**config.mk**
```make
export PLATFORM = sky130hd
export DESIGN_NAME = counter_flat
export DESIGN_NICKNAME = d
export VERILOG_FILES = /design/src/rtl/counter_pkg.sv /design/src/rtl/counter_if.sv /design/src/rtl/counter_next.sv /design/src/rtl/counter.sv /design/src/flat_wrapper.sv
export SDC_FILE = /design/constraint.sdc
export NUM_CORES = 1
export LEC_CHECK = 0
export ABC_CLOCK_PERIOD_IN_PS = 1630
export CORE_AREA = 2 2 39 41
export DETAILED_ROUTE_END_ITERATION = 10
export DIE_AREA = 0 0 41 43
export PLACE_DENSITY_LB_ADDON = 0.3
export SYNTH_ARGS = -nofsm -noshare
export SYNTH_HDL_FRONTEND = slang
export SYNTH_SLANG_ARGS = --single-unit
```
**constraint.sdc**
```tcl
create_clock -name clk -period 1.63 [get_ports clk]
set_input_delay 0.2445 -clock clk [delete_from_list [all_inputs] [get_ports clk]]
set_output_delay 0.2445 -clock clk [all_outputs]
set_load 0.005 [all_outputs]
```
**src/rtl/counter_pkg.sv**
```systemverilog
// counter_pkg: direction encodings and width helper shared by the counter slice
package counter_pkg;

    localparam logic DIR_UP   = 1'b1;
    localparam logic DIR_DOWN = 1'b0;

    // All-ones value for widths 1..32, returned in a 32-bit container
    function automatic logic [31:0] all_ones(input int w);
        return 32'hFFFF_FFFF >> (32 - w);
    endfunction

endpackage

```
**src/rtl/counter_if.sv**
```systemverilog
// counter_if: control and status bundle between a counter and its user
interface counter_if #(parameter int DATA_WIDTH = 4);

    logic                  en;
    logic                  direction;
    logic                  load;
    logic [DATA_WIDTH-1:0] load_value;
    logic [DATA_WIDTH-1:0] count;
    logic                  tc;
    logic                  wrap;

    modport master (output en, direction, load, load_value, input count, tc, wrap);
    modport slave  (input en, direction, load, load_value, output count, tc, wrap);

endinterface

```
**src/rtl/counter_next.sv**
```systemverilog
// counter_next: next-count, terminal-count and wrap detection; COUNTER_SATURATE_EN selects saturation
module counter_next
    import counter_pkg::*;
#(
    parameter int DATA_WIDTH = 4
) (
    input  logic [DATA_WIDTH-1:0] count,
    input  logic                  direction,
    input  logic                  en,
    input  logic                  load,
    input  logic [DATA_WIDTH-1:0] load_value,
    output logic [DATA_WIDTH-1:0] count_nxt,
    output logic                  tc,
    output logic                  wrap_nxt
);

    localparam logic [DATA_WIDTH-1:0] MAX = DATA_WIDTH'(all_ones(DATA_WIDTH));

    logic                  at_limit;
    logic [DATA_WIDTH-1:0] step;

    // Limit detection drives both tc and the overflow/underflow pulse
    always_comb begin
        at_limit  = (direction == DIR_UP) ? (count == MAX) : (count == '0);
        step      = (direction == DIR_UP) ? count + DATA_WIDTH'(1) : count - DATA_WIDTH'(1);
        tc        = at_limit;
        wrap_nxt  = !load && en && at_limit;
`ifdef COUNTER_SATURATE_EN
        count_nxt = load ? load_value : (en && !at_limit) ? step : count;
`else
        count_nxt = load ? load_value : en ? step : count;
`endif
    end

endmodule

```
**src/rtl/counter.sv**
```systemverilog
// counter: up/down counter with load, tc and wrap pulse; define COUNTER_SATURATE_EN to saturate
module counter
    import counter_pkg::*;
#(
    parameter int                    DATA_WIDTH  = 4,
    parameter logic [DATA_WIDTH-1:0] RESET_VALUE = '0
) (
    input  logic     clk,
    input  logic     rst,
    counter_if.slave bus
);

    logic [DATA_WIDTH-1:0] count_nxt;
    logic                  wrap_nxt;

    counter_next #(.DATA_WIDTH(DATA_WIDTH)) u_next (
        .count      (bus.count),
        .direction  (bus.direction),
        .en         (bus.en),
        .load       (bus.load),
        .load_value (bus.load_value),
        .count_nxt  (count_nxt),
        .tc         (bus.tc),
        .wrap_nxt   (wrap_nxt)
    );

    // Count and wrap registers; reset overrides load and enable
    always_ff @(posedge clk) begin
        if (rst) begin
            bus.count <= RESET_VALUE;
            bus.wrap  <= 1'b0;
        end else begin
            bus.count <= count_nxt;
            bus.wrap  <= wrap_nxt;
        end
    end

endmodule

```
**src/flat_wrapper.sv**
```systemverilog
// flat-port wrapper written by rule: the top's interface ports become plain ports
module counter_flat import counter_pkg::*;
#(
    parameter int                    DATA_WIDTH  = 4,
    parameter logic [DATA_WIDTH-1:0] RESET_VALUE = '0
)
  (clk, rst, bus_en, bus_direction, bus_load, bus_load_value, bus_count, bus_tc, bus_wrap);
  counter_if #(.DATA_WIDTH(DATA_WIDTH)) bus_i ();
  input  logic clk;
  input  logic rst;
  input wire logic [$bits(bus_i.en)-1:0] bus_en;
  input wire logic [$bits(bus_i.direction)-1:0] bus_direction;
  input wire logic [$bits(bus_i.load)-1:0] bus_load;
  input wire logic [$bits(bus_i.load_value)-1:0] bus_load_value;
  output wire logic [$bits(bus_i.count)-1:0] bus_count;
  output wire logic [$bits(bus_i.tc)-1:0] bus_tc;
  output wire logic [$bits(bus_i.wrap)-1:0] bus_wrap;
  assign bus_i.en = bus_en;
  assign bus_i.direction = bus_direction;
  assign bus_i.load = bus_load;
  assign bus_i.load_value = bus_load_value;
  assign bus_count = bus_i.count;
  assign bus_tc = bus_i.tc;
  assign bus_wrap = bus_i.wrap;
  counter #(.DATA_WIDTH(DATA_WIDTH), .RESET_VALUE(RESET_VALUE)) u_core (.clk(clk), .rst(rst), .bus(bus_i));
endmodule
```
==> flow_summary.yaml, run 1 <==
status:
  status: "finished clean"
final_layout:
  nNetsFinal: 77
  n_antenna_cell: 0
  fin_cells: 80
  synthToLayoutAreaGrowth_pct: 89.2
  drive_gt1_share_pct: 37.5
grt:
  gr-total-overflow: 0
  grt_pass1_vias: 364
  antenna_found_initial: 0
  grt_max_degree: 7
  grt_pass1_wl_um: 1570
  grtUsageTotal_pct: 14.0
clock_network:
  cts_root_buf: "clkbuf_4"
  cts_max_level: 1
  clkLatencyLatePin_ns: 0.24
  cts_tree: "yes"
  clk_pin_slew_ns: 0.04
  cts_buffer_depth: 2
  postCtsHoldBufs: 0
  cts_buffers: 3
  cts.sinks: 5
placed_design:
  placedCellCount: 72
  place.gp.congestion: 0.706
  place_hpwl_um: 644
  portBuffers: 14
critical_path:
  path_class: "in -> reg"
  ff2ff_setup_slack_ns: 0.16
  crit_required_ns: 1.80
  cp-startpoint: "bus_direction"
  endpoint: "u_core.bus.count[2]"
  rr_worst_depth: 4
  worst_r2r_endpoint: "u_core.bus.count[2]"
  arrival_ns: 1.76
  start_kind: "input port"
  endpoint_kind: "register"
  timing.rr.start: "u_core.bus.count[0]"
  cp_max_fo: 3
route:
  firstDrtPassIters: 2
  totalWireLength_um: 912
  final_antenna_net_count: 0
  routedWlPerCell_um: 11.4
  drt-initial-drc-count: 3
  vias: 369
  via_per_inst: 4.61
  route.detailed.drc: 0
timing:
  max_slew_margin_pct: 85.8
  setup_viol: 0
  timing.final.crit_share_pct: 97.8
  worst-slew-pin-transition_ns: 0.211
  rsz0062_at_grt: "no"
  hold_viol: 0
  finalMaxSlewViolations: 0
  skew_ns: 0.00127
  fin_setup_tns_ns: 0
  fin_crit_ns: 1.59
  max_freq_mhz: 628
yosys:
  synth_adder_area_share_pct: 13.4
  syn_area_per_cell_um2: 9.35
  synth.distinct_cells: 19
  yosys_warnings: 0
  yosys_register_bits: 5
  synth_xor_area_share_pct: 7.81
  yosysSeqAreaShare_pct: 29.7
  synth_area_um2: 337
  synth_compound_area_share_pct: 15.2
  syn_inst: 36
  synthMuxAreaShare_pct: 9.29
  synthSimpleGateAreaFrac_pct: 20.1
  syn-num-nets: 48
  synth_top_family_by_area: "simple AND/OR/NAND/NOR gates"
die:
  rows: 14
  die_h_um: 43
  io_pins: 15
  die_w_um: 41
  initial_core_util_pct: 24.3
  dieArea_um2: 1760
  core_area_um2: 1380
power:
  internal_power_mw: 0.329
  p_sw_mw: 0.123
  swShare_pct: 27.2
  pwr-share-clk_pct: 31.3
  p_leak_nw: 0.279
  power.density_cell_area_nw_per_um2: 709
  peakVddDrop_v: 0.000345
  combPwrFrac_pct: 34.7
  power_frac_seq_pct: 33.9
worst_hold_path:
  min_path_type: "in -> reg"
flow_run:
  maxCapViolations: 0
-- cells in the final DEF (no fill, tap or decap), drive strengths merged --
master and instances:
a211o 1, a21oi 5, and3 2, buf 11, clkbuf 4, clkdlybuf4s50 13
dfxtp 5, dlygate4sd2 1, fa 1, ha 2, inv 1, mux2 1
mux2i 2, nand2 3, nand3 2, nor2 3, nor3b 1, nor4 1
o32ai 1, or3b 1, xnor2 1, xor2 2
-- cell type report --
type                    count  area (um2)
fillers                   145         747
multi-input cells          29         240
repair buffers             25         236
flip-flops and latches      5         110
clock buffers               4        26.3
well taps                  16        20.0
inverters                   1        3.75
-- power groups by stage --
stage / Clock (mW) / Combinational [mW] / Sequential (mW)
floorplan: 0 / 0.0603 / 0.147
global placement: 0 / 0.126 / 0.149
detailed placement: 0 / 0.127 / 0.150
CTS: 0.152 / 0.160 / 0.150
global route: 0.158 / 0.172 / 0.156
finish: 0.142 / 0.157 / 0.153
-- how the worst min path moves through the flow --
stage / start / endpoint / cells after the start
finish: bus_load_value[2] / u_core.bus.count[2] / 3
global route: bus_load_value[2] / u_core.bus.count[2] / 3
floorplan: rst / u_core.bus.count[2] / 1
global placement: u_core.bus.count[2] / u_core.bus.count[2] / 3
CTS: bus_load_value[2] / u_core.bus.count[2] / 3
detailed placement: u_core.bus.count[2] / u_core.bus.count[2] / 3
-- registers in the layout (all words and copies together), names as in the netlist --
register          count
u_core.bus.count      4
u_core.bus.wrap       1
-- cell families (layout without fill, tap and decap cells) --
logic type | after synthesis | after routing
XOR/XNOR | 3 | 3
adder cells (fa/ha/maj) | 3 | 3
AO/OA/AOI/OAI | 7 | 7
AND/OR/NAND/NOR | 13 | 13
flip-flops | 5 | 5
multiplexers | 3 | 3
buffers and inverters | 2 | 30
-- synth_stat cells, drive strengths merged --
cell | count | area, um2
a211o | 1 | 10.0
a21oi | 5 | 25.0
and3 | 2 | 12.5
buf | 1 | 11.3
dfxtp | 5 | 100
fa | 1 | 20.0
ha | 2 | 25.0
inv | 1 | 3.75
mux2 | 1 | 11.3
mux2i | 2 | 20.0
nand2 | 3 | 11.3
nand3 | 2 | 10.0
nor2 | 3 | 11.3
nor3b | 1 | 7.51
nor4 | 1 | 6.26
o32ai | 1 | 16.3
or3b | 1 | 8.76
xnor2 | 1 | 8.76
xor2 | 2 | 17.5
-- worst max-delay path, stage by stage --
cell,delay [ns]
clkdlybuf4s50_1,0.49
inv_2,0.06
fa_1,0.38
xnor2_1,0.14
a211o_2,0.32
a21oi_1,0.13
-- what timing repair did --
| item | 4_1_cts | 5_1_grt |
|---|---|---|
| pin swaps | 3 | 3 |
| resized for setup | 12 | 3 |
| setup endpoints to repair | 1 | 2 |
| buffers inserted | 6 | 0 |
-- metrics by stage --
stage	utilization (%)	area (um2)	setup WS (ns)	total power [mW]	hold WS, ns
after floorplan	-	337	0.211	0.207	0.314
after global placement	38.9	538	-0.171	0.275	0.638
after detailed placement	38.9	538	-0.211	0.277	0.654
after CTS	46.2	639	0.00208	0.462	0.541
after global routing	46.0	637	0.0137	0.486	0.575
final	46.0	637	0.0365	0.452	0.550
-- metal layers --
metal  part of all wire (%)  global-route usage (%)
met4                      0                    12.0
met1                     43                    14.8
met5                      0                       0
met3                    4.8                    3.66
met2                     52                    21.3
Note: power is estimated with default switching activity, not from simulation.
==> run 2: changes to the inputs <==
PLACE_DENSITY = 0.49   (was default)
PLACE_DENSITY_LB_ADDON = default   (was 0.3)
==> run 2 against run 1 <==
Effect of this change:
- first-iteration DRC count down 100%
- die area stayed put
- non-clock buffer count is 3 higher
- core utilization is 1.7 points higher
- register-to-register slack lost 0.06 ns
- sequential share of layout area decreased by 0.43 points
- largest power group unchanged
- global-route usage down 0.76 points
- sequential power decreased by 6%
- critical path type is now reg -> reg
- cell area grew 3.7%
==> flow_summary.yaml, run 2 (synthesized netlist as in run 1, its figures left out) <==
status:
  status: "finished clean"
worst_hold_path:
  min_from: "bus_load_value[2]"
  min_path_type: "in -> reg"
  hold_end: "u_core.bus.count[2]"
  hold_depth: 3
route:
  vias: 368
  routedWlPerCell_um: 11.7
  via_per_inst: 4.43
  final_antenna_net_count: 0
  drt-initial-drc-count: 0
  firstDrtPassIters: 1
  route.detailed.drc: 0
  totalWireLength_um: 974
clock_network:
  cts_tree: "yes"
  cts_buffers: 3
  postCtsHoldBufs: 0
  cts_max_level: 1
  cts.sinks: 5
  cts_root_buf: "clkbuf_4"
  clkLatencyLatePin_ns: 0.24
  clk_pin_slew_ns: 0.05
  cts_buffer_depth: 2
grt:
  grt_max_degree: 7
  grt_pass1_vias: 372
  grtUsageTotal_pct: 13.2
  gr-total-overflow: 0
  grt_pass1_wl_um: 1540
  antenna_found_initial: 0
final_layout:
  n_antenna_cell: 0
  nNetsFinal: 80
  synthToLayoutAreaGrowth_pct: 96.3
  finalInstanceArea_um2: 661
  drive_gt1_share_pct: 41.8
  reg.largest.list: "u_core.bus.count: 4 flops, u_core.bus.wrap: 1 flops"
  top_register: "u_core.bus.count"
  mostFrequentLayoutCell: "clkdlybuf4s50_1"
  largest_reg_flops: 4
  layout_common_cells: "clkdlybuf4s50_1, buf_4, buf_6"
die:
  die_w_um: 41
  initial_core_util_pct: 24.3
  die_h_um: 43
  io_pins: 15
  rows: 14
  core_area_um2: 1380
  dieArea_um2: 1760
power:
  power.density_cell_area_nw_per_um2: 695
  p_leak_nw: 0.293
  peakVddDrop_v: 0.000346
placed_design:
  place.gp.congestion: 0.679
  place_area_um2: 538
  portBuffers: 14
  place_hpwl_um: 643
  preCtsSetupSlack_ns: -0.248
critical_path:
  cp_max_fo: 4
  worstPathCellList: "buf_4 -> fa_2 -> xnor2_1 -> a211o_2 -> a21oi_2"
  crit_path_top_delay_cell: "fa_2"
  cp_slowest_stage_delay_ns: 0.38
  rr_worst_depth: 5
  worst_r2r_endpoint: "u_core.bus.count[2]"
  path_class: "reg -> reg"
  ff2ff_setup_slack_ns: 0.1
  arrival_ns: 1.70
  endpoint_kind: "register"
  timing.rr.start: "u_core.bus.count[0]"
  start_kind: "register"
  crit_required_ns: 1.80
timing:
  max_slew_margin_pct: 86.5
  skew_ns: 0.00788
  rsz0062_at_grt: "no"
  worst-slew-pin-transition_ns: 0.202
  hold_slack_ns: 0.558
  setup_slack_ns: 0.0993
  max_freq_mhz: 653
  setup_viol: 0
  finalMaxSlewViolations: 0
  hold_viol: 0
  fin_crit_ns: 1.53
  timing.final.crit_share_pct: 93.9
flow_run:
  maxCapViolations: 0
[run 2: through the flow]
| stage | std cells | utilization, % | power [mW] | TNS (ns) |
|---|---|---|---|---|
| final | 83 | 47.7 | 0.459 | 0 |
| after floorplan | 36 | - | 0.207 | 0 |
| after global routing | 83 | 47.7 | 0.493 | 0 |
| after global placement | 72 | 38.9 | 0.278 | -0.697 |
| after CTS | 82 | 46.3 | 0.457 | 0 |
| after detailed placement | 72 | 38.9 | 0.276 | -0.706 |
[run 2: worst max-delay path by stage]
stage / end / slack [ns] / startpoint / depth (start not counted)
after global routing: u_core.bus.wrap / 0.05 / u_core.bus.count[2] / 9
after CTS: u_core.bus.wrap / 0.01 / u_core.bus.count[1] / 10
final: u_core.bus.count[2] / 0.1 / u_core.bus.count[0] / 5
after floorplan: u_core.bus.count[2] / 0.21 / u_core.bus.count[0] / 4
after detailed placement: u_core.bus.count[2] / -0.25 / bus_direction / 6
after global placement: u_core.bus.count[2] / -0.23 / bus_direction / 6
[run 2: where the power goes]
part           switching, mW  internal (mW)
combinational         0.0624          0.109
clock                 0.0506         0.0926
sequential            0.0120          0.132
total                  0.125          0.334
[run 2: timing repair]
item,in CTS,in global routing
pin swaps,3,3
resized for setup,13,5
endpoints found under the setup margin,1,1
setup buffers,6,2
[run 2: layout make-up]
class	count	area, um2
Fill cell	143	723
Inverter	1	3.75
Tap cell	16	20.0
Clock buffer	4	26.3
Sequential cell	5	111
Timing Repair Buffer	28	262
Multi-Input combinational cell	29	238
[run 2: routing by layer]
metal | share of wire (%) | vias to the layer above | GRT usage (%) | wire length, um
met1 | 40 | 164 | 14.9 | 388
met4 | 0 | 0 | 4.00 | 0
met2 | 53 | 12 | 21.6 | 514
met3 | 7.3 | 0 | 5.24 | 71
li1 | - | 192 | - | -
met5 | 0 | - | 0 | 0
[run 2: critical path: cells and delay by family, from the launching register on]
kind | cells | cell delay (ns)
adders and majority gates | 1 | 0.38
DFF | 1 | 0.34
buffers and inverters | 1 | 0.15
xor gates and xnor gates | 1 | 0.13
AOI/OAI and AO/OA | 2 | 0.47
